==> src/rtl/serial_adder_pkg.sv <==
// Shared types and constants for the bit-serial adder.
package serial_adder_pkg;

    localparam int SERIAL_ADDER_DEFAULT_WIDTH = 16;

    typedef enum logic [1:0] {
        IDLE,
        SHIFT,
        DONE
    } serial_adder_state_t;

endpackage

==> src/rtl/full_adder.sv <==
// One-bit full adder slice built from two half adders; out = {carry, sum}.
module full_adder (
    input  logic [2:0] in,
    output logic [1:0] out
);

    logic s0, c0, s1, c1;

    half_adder u_ha0 (
        .a    (in[0]),
        .b    (in[1]),
        .sum  (s0),
        .carry(c0)
    );

    half_adder u_ha1 (
        .a    (s0),
        .b    (in[2]),
        .sum  (s1),
        .carry(c1)
    );

    // Both half-adder carries can never be high together, so OR is exact.
    assign out = {c0 | c1, s1};

endmodule

==> src/rtl/half_adder.sv <==
// Combinational half adder: sum = a ^ b, carry = a & b.
module half_adder (
    input  logic a,
    input  logic b,
    output logic sum,
    output logic carry
);

    assign sum   = a ^ b;
    assign carry = a & b;

endmodule

==> src/rtl/serial_adder.sv <==
// Bit-serial two's-complement adder, LSB first, one bit per clock.
// Define SERIAL_ADDER_SUB_EN to add the `sub` port and A-B support.
module serial_adder
    import serial_adder_pkg::*;
#(
    parameter int WIDTH = SERIAL_ADDER_DEFAULT_WIDTH
) (
    input  logic             clk,
    input  logic             reset,
    input  logic             start,
    input  logic [WIDTH-1:0] a,
    input  logic [WIDTH-1:0] b,
`ifdef SERIAL_ADDER_SUB_EN
    input  logic             sub,
`endif
    output logic             busy,
    output logic             done,
    output logic [WIDTH-1:0] sum,
    output logic             carry,
    output logic             overflow
);

    localparam int               CNT_W    = $clog2(WIDTH);
    localparam logic [CNT_W-1:0] LAST_BIT = CNT_W'(WIDTH - 1);

    serial_adder_state_t state_q, state_d;

    logic [CNT_W-1:0] cnt_q;
    logic [WIDTH-1:0] a_sr, b_sr, sum_q;
    logic             carry_reg, sub_q, carry_q, overflow_q;
    logic             sub_in, accept, last_bit, b_bit;
    logic [1:0]       fa_out;
    logic             fa_sum, fa_carry;

`ifdef SERIAL_ADDER_SUB_EN
    assign sub_in = sub;
`else
    assign sub_in = 1'b0;
`endif

    assign accept   = (state_q == IDLE) && start;
    assign last_bit = (state_q == SHIFT) && (cnt_q == LAST_BIT);

    // Subtraction: invert B bit by bit and let the carry-in supply the +1.
    assign b_bit = b_sr[0] ^ sub_q;

    full_adder u_fa (
        .in ({carry_reg, b_bit, a_sr[0]}),
        .out(fa_out)
    );

    assign fa_sum   = fa_out[0];
    assign fa_carry = fa_out[1];

    // NOTE: sequential state uses non-blocking (<=) so every flop samples
    // pre-edge values; blocking here would create order-dependent races.
    always_ff @(posedge clk or posedge reset) begin
        if (reset) begin
            state_q <= IDLE;
        end else begin
            state_q <= state_d;
        end
    end

    // NOTE: state_d gets a default before the case so no path leaves it
    // unassigned, which would otherwise infer a latch.
    always_comb begin
        state_d = state_q;
        case (state_q)
            IDLE:    if (start) state_d = SHIFT;
            SHIFT:   if (last_bit) state_d = DONE;
            DONE:    state_d = IDLE;
            default: state_d = IDLE;
        endcase
    end

    always_ff @(posedge clk or posedge reset) begin
        if (reset) begin
            cnt_q      <= '0;
            a_sr       <= '0;
            b_sr       <= '0;
            sum_q      <= '0;
            sub_q      <= 1'b0;
            carry_reg  <= 1'b0;
            carry_q    <= 1'b0;
            overflow_q <= 1'b0;
        end else if (accept) begin
            a_sr      <= a;
            b_sr      <= b;
            sub_q     <= sub_in;
            carry_reg <= sub_in;
            cnt_q     <= '0;
        end else if (state_q == SHIFT) begin
            a_sr      <= a_sr >> 1;
            b_sr      <= b_sr >> 1;
            sum_q     <= {fa_sum, sum_q[WIDTH-1:1]};
            carry_reg <= fa_carry;
            cnt_q     <= cnt_q + 1'b1;
            // On the MSB slice carry_reg is the carry into the MSB.
            if (last_bit) begin
                carry_q    <= fa_carry;
                overflow_q <= carry_reg ^ fa_carry;
            end
        end
    end

    assign busy     = (state_q != IDLE);
    assign done     = (state_q == DONE);
    assign sum      = sum_q;
    assign carry    = carry_q;
    assign overflow = overflow_q;

endmodule

==> config.mk <==
export PLATFORM = sky130hd
export DESIGN_NAME = serial_adder
export DESIGN_NICKNAME = d
export VERILOG_FILES = /design/src/rtl/serial_adder_pkg.sv /design/src/rtl/full_adder.sv /design/src/rtl/half_adder.sv /design/src/rtl/serial_adder.sv
export SDC_FILE = /design/constraint.sdc
export NUM_CORES = 1
export LEC_CHECK = 0
export ABC_AREA = 1
export ABC_CLOCK_PERIOD_IN_PS = 3250
export CAP_MARGIN = 20
export CORE_ASPECT_RATIO = 1.25
export CORE_MARGIN = 10
export CORE_UTILIZATION = 38
export DETAILED_ROUTE_END_ITERATION = 12
export SYNTH_ARGS = -nofsm -noshare
export SYNTH_HDL_FRONTEND = slang
export SYNTH_SLANG_ARGS = --single-unit
==> constraint.sdc <==
create_clock -name clk -period 3.25 [get_ports clk]
set_input_delay 0.65 -clock clk [delete_from_list [all_inputs] [get_ports clk]]
set_output_delay 0.65 -clock clk [all_outputs]
set_load 0.05 [all_outputs]
# Yosys cells after proc, flatten, opt, wreduce, memory -nomap -nowiden

Cells that the tools add are included.

Bits in registers: 57
Input bits: 35
Output and inout bits: 20
Logic and storage cells: 40

$add $sub $neg: 1
Eq/ne operators: 5
Mux-type cells: 11
Bitwise operators: 7
Reductions and logical operators: 8

Operators by type and width:

| operator              | count |
|---|---|
| $mux W16              | 4 |
| $mux W4               | 2 |
| $add A4 B1 Y4 const B | 1 |
| $eq A4 B4 Y1 const B  | 1 |
| $mux W2               | 2 |
| $ne A2 B2 Y1 const B  | 2 |
| $pmux W2 S2           | 1 |
| $reduce_and A2 Y1     | 2 |
| $reduce_bool A2 Y1    | 2 |
| $reduce_and A3 Y1     | 1 |
| $xor A1 B1 Y1         | 3 |
| $and A1 B1 Y1         | 2 |
| $eq A2 B1 Y1 const B  | 1 |
| $eq A2 B2 Y1 const B  | 1 |
| $logic_and A1 B1 Y1   | 2 |
| $logic_not A2 Y1      | 1 |
| $mux W1               | 2 |
| $not A1 Y1            | 1 |
| $or A1 B1 Y1          | 1 |

# Longest topological paths before layout

Depth in word-level cells: 5
Mapped depth: 8
Gate-level depth less buffers: 7

# Hierarchy

Synthesis repeated with hierarchy kept, for this count alone.

Cell total of the unflattened synthesis: 298
Area total of the unflattened synthesis: 2484.9 um2

By module, submodules not included:

| module       | instances | cells an instance | area an instance (um2) | sequential area each (um2) |
|---|---|---|---|---|
| serial_adder | 1         | 292               | 2441.1                 | 1426.4 |
| half_adder   | 2         | 1                 | 12.5                   | 0.0 |
| full_adder   | 1         | 4                 | 18.8                   | 0.0 |

# Worst setup path after synthesis

Ideal clock, no wire load.

Path kind: reg2out
Start point: register state_q[0]
End point: output port done
Data arrival time: 1.075 ns
Data required time: 2.600 ns
Path slack: 1.525 ns
Stages on the path, launching flop included: 2
Buffers on the path: 0
Cells stage by stage: dfrtp_1 > nor2_1

Cells in the longest elaborated chain, start to end: 1

Ends and longest elaborated chain:

| item                   | RTL line            | RTL |
|---|---|---|
| start, declared        | serial_adder.sv:26  | `serial_adder_state_t state_q, state_d;` |
| start signal, assigned | serial_adder.sv:61  | `state_q <= state_d;` |
| $eq A2 B2 Y1           | serial_adder.sv:108 | `assign done = (state_q == DONE);` |
| end, declared          | serial_adder.sv:17  | `output logic done,` |

No other way between the ends.

# Worst setup path in the final report

Ends and elaborated chain as after synthesis.

==> reports/qor.yml <==
synthXorXnorAreaFrac_pct: 0.363
min-delay-path-class: "flop to flop"
h-tree-depth: 3
synth_fa_ha_area_share_pct: 1.35
comb_power_share_pct: 41.8
area_growth_syn_to_layout_pct: 32.3
clkSlewWorstSetupHoldPaths_ps: 60
synth_simple_gate_area_share_pct: 32.9
finalHoldViolCount: 0
vias_per_cell: 4.56
p_int_uw: 1760
numCtsBuffers: 9
ant_nets: 0
avgSynthCellArea_um2: 8.29
synth_area_um2: 2410
clockBufferDepth: 2
post-route-period-util_pct: 71.4
die-width_um: 91.3
crit_type: "flop to output pin"
cp-start-kind: "flop"
drc: 0
ys_types: 16
drv_cap: 0
p_total_uw: 3070
nets: 383
synth_top_family_by_area: "simple AND/OR/NAND/NOR gates"
diodes: 0
netSwitchingPower_uw: 1310
io_buffer_count: 54
overflow: 0
dieArea_um2: 9960
grt_pass1_wl_mm: 8.98
critPathMaxFanout: 4
rsz0062_at_grt: "no"
worstPathArrival_ps: 1670
dp_hpwl_mm: 3.56
nFillCells: 647
seqPwrFrac_pct: 38.8
p_per_area_nw_per_um2: 963
muxShareOfSynthArea_pct: 0
skew_ps: 6.98
ios: 55
layout_min_cycle_time_ps: 2320
synth_compound_area_share_pct: 1.61
grt_pass1_vias: 2010
vias: 1989
synthCells: 291
wl_mm: 5.26
root_buffer: "clkbuf_8"
firstDrtPassIters: 4
antenna_found_initial: 0
relSlewSlack_pct: 46.4
drive_gt1_share_pct: 6.84
yosysSeqAreaShare_pct: 59.1
yosys_warnings: 0
status: "complete, no violations"
stdcell_count: 436
drt-initial-drc-count: 52
setup-violations-final: 0
gp_congestion: 0.703
start_util_pct: 39.1
critPathRequiredTime_ps: 2600
dieHeight_um: 109
clk-insertion-delay-late_ps: 330
synth-seq-cells: 57
pwr-share-clk_pct: 19.4
fmax_ghz: 0.431
final_max_slew_viol_count: 0
irDropWorstVdd_mv: 0.371
cts_setup_buffers: 0
cts_tree: "built"
wire_per_inst_um: 12.1
cts_hold_buf: 0
grt_max_degree: 51
tns_ps: 0
dp.cells: 420
core_um2: 6170
syn_nets: 328
p_sw_share_pct: 42.8
ctsResizeCount: 0
tightest_slew_ps: 803
num_rows: 32
numClockSinks: 57
grt_usage_pct: 11.1
endpoint_kind: "output pin"
leakagePower_uw: 0.00157
==> layout make-up <==
class | count | area, um2 | share of cell area (%)
Timing Repair Buffer | 57 | 563 | 17.6
Clock inverter | 5 | 30.0 | 0.941
Multi-Input combinational cell | 210 | 873 | 27.4
Inverter | 11 | 41.3 | 1.29
Tap cell | 85 | 106 | 3.33
Clock buffer | 11 | 151 | 4.74
Sequential cell | 57 | 1430 | 44.7
==> power groups by stage <==
| stage | combinational [uW] | clock (uW) | sequential (uW) |
|---|---|---|---|
| after floorplan | 602 | 0 | 1520 |
| after global placement | 1290 | 0 | 1200 |
| after detailed placement | 1320 | 0 | 1200 |
| after CTS | 1320 | 606 | 1200 |
| after global routing | 1440 | 639 | 1240 |
| final | 1290 | 595 | 1190 |
==> cells by family after synthesis <==
logic type / Yosys count
compound gates: 7
buf+inv: 24
flops: 57
simple gates: 200
fa+ha+maj: 2
xor+xnor: 1
==> synthesized netlist by cell type <==
cell type / n / area [um2]
nand2_1: 162 / 608
a21oi_1: 1 / 5.00
o21ai_0: 5 / 25.0
dfrtp_1: 57 / 1430
fa_1: 1 / 20.0
xnor2_1: 1 / 8.76
nor2_1: 5 / 18.8
inv_2: 2 / 7.51
inv_1: 9 / 33.8
buf_4: 3 / 22.5
clkbuf_1: 1 / 3.75
nand3_1: 32 / 160
buf_2: 9 / 45.0
ha_1: 1 / 12.5
o21ai_2: 1 / 8.76
nand2_2: 1 / 6.26
==> cells in the final DEF (no fill, tap or decap), types with 2 or more instances in the layout <==
cell type,netlist,layout
buf_4,3,3
clkbuf_8,0,11
clkdlybuf4s50_1,0,54
clkinv_2,0,3
clkinvlp_4,0,2
dfrtp_1,57,57
inv_1,9,8
inv_2,2,3
nand2_1,162,162
nand3_1,32,32
nor2_1,5,5
o21ai_0,5,5
==> final timing paths <==
path                       endpoint       start  slack, ps  depth (start not counted)
max                            done  state_q[0]        930                          2
min                          sum[0]      sum[0]        490                          2
max reg2reg                cnt_q[3]  state_q[1]       1340                          6
min reg2reg                  sum[0]      sum[0]        490                          2
max in group asynchronous   a_sr[8]       reset       1780                          3
min in group asynchronous   sum[11]       reset        790                          2
==> routing by layer <==
| layer | part of all wire, % | GRT usage (%) | up-vias |
|---|---|---|---|
| met3 | 5.7 | 4.13 | 10 |
| met1 | 45 | 12.8 | 922 |
| li1 | - | - | 1007 |
| met2 | 47 | 17.6 | 50 |
| met5 | 0 | 0 | - |
| met4 | 2.2 | 6.39 | 0 |
==> critical path: stages, from the launching register on <==
cell,delay [ps]
dfrtp_1,420
nor2_1,120
clkdlybuf4s50_1,810
==> stage by stage <==
stage          instance area (um2)  util [%]  setup WS (ps)  hold WS, ps
6_report                      3190      51.8            930          485
5_1_grt                       3190      51.8            836          506
4_1_cts                       3190      51.8            906          486
3_5_place_dp                  3010      48.8           1230          470
3_3_place_gp                  3010      48.8           1260          463
2_1_floorplan                 2410         -           1200          449
Power figures use the tool's default switching activity.
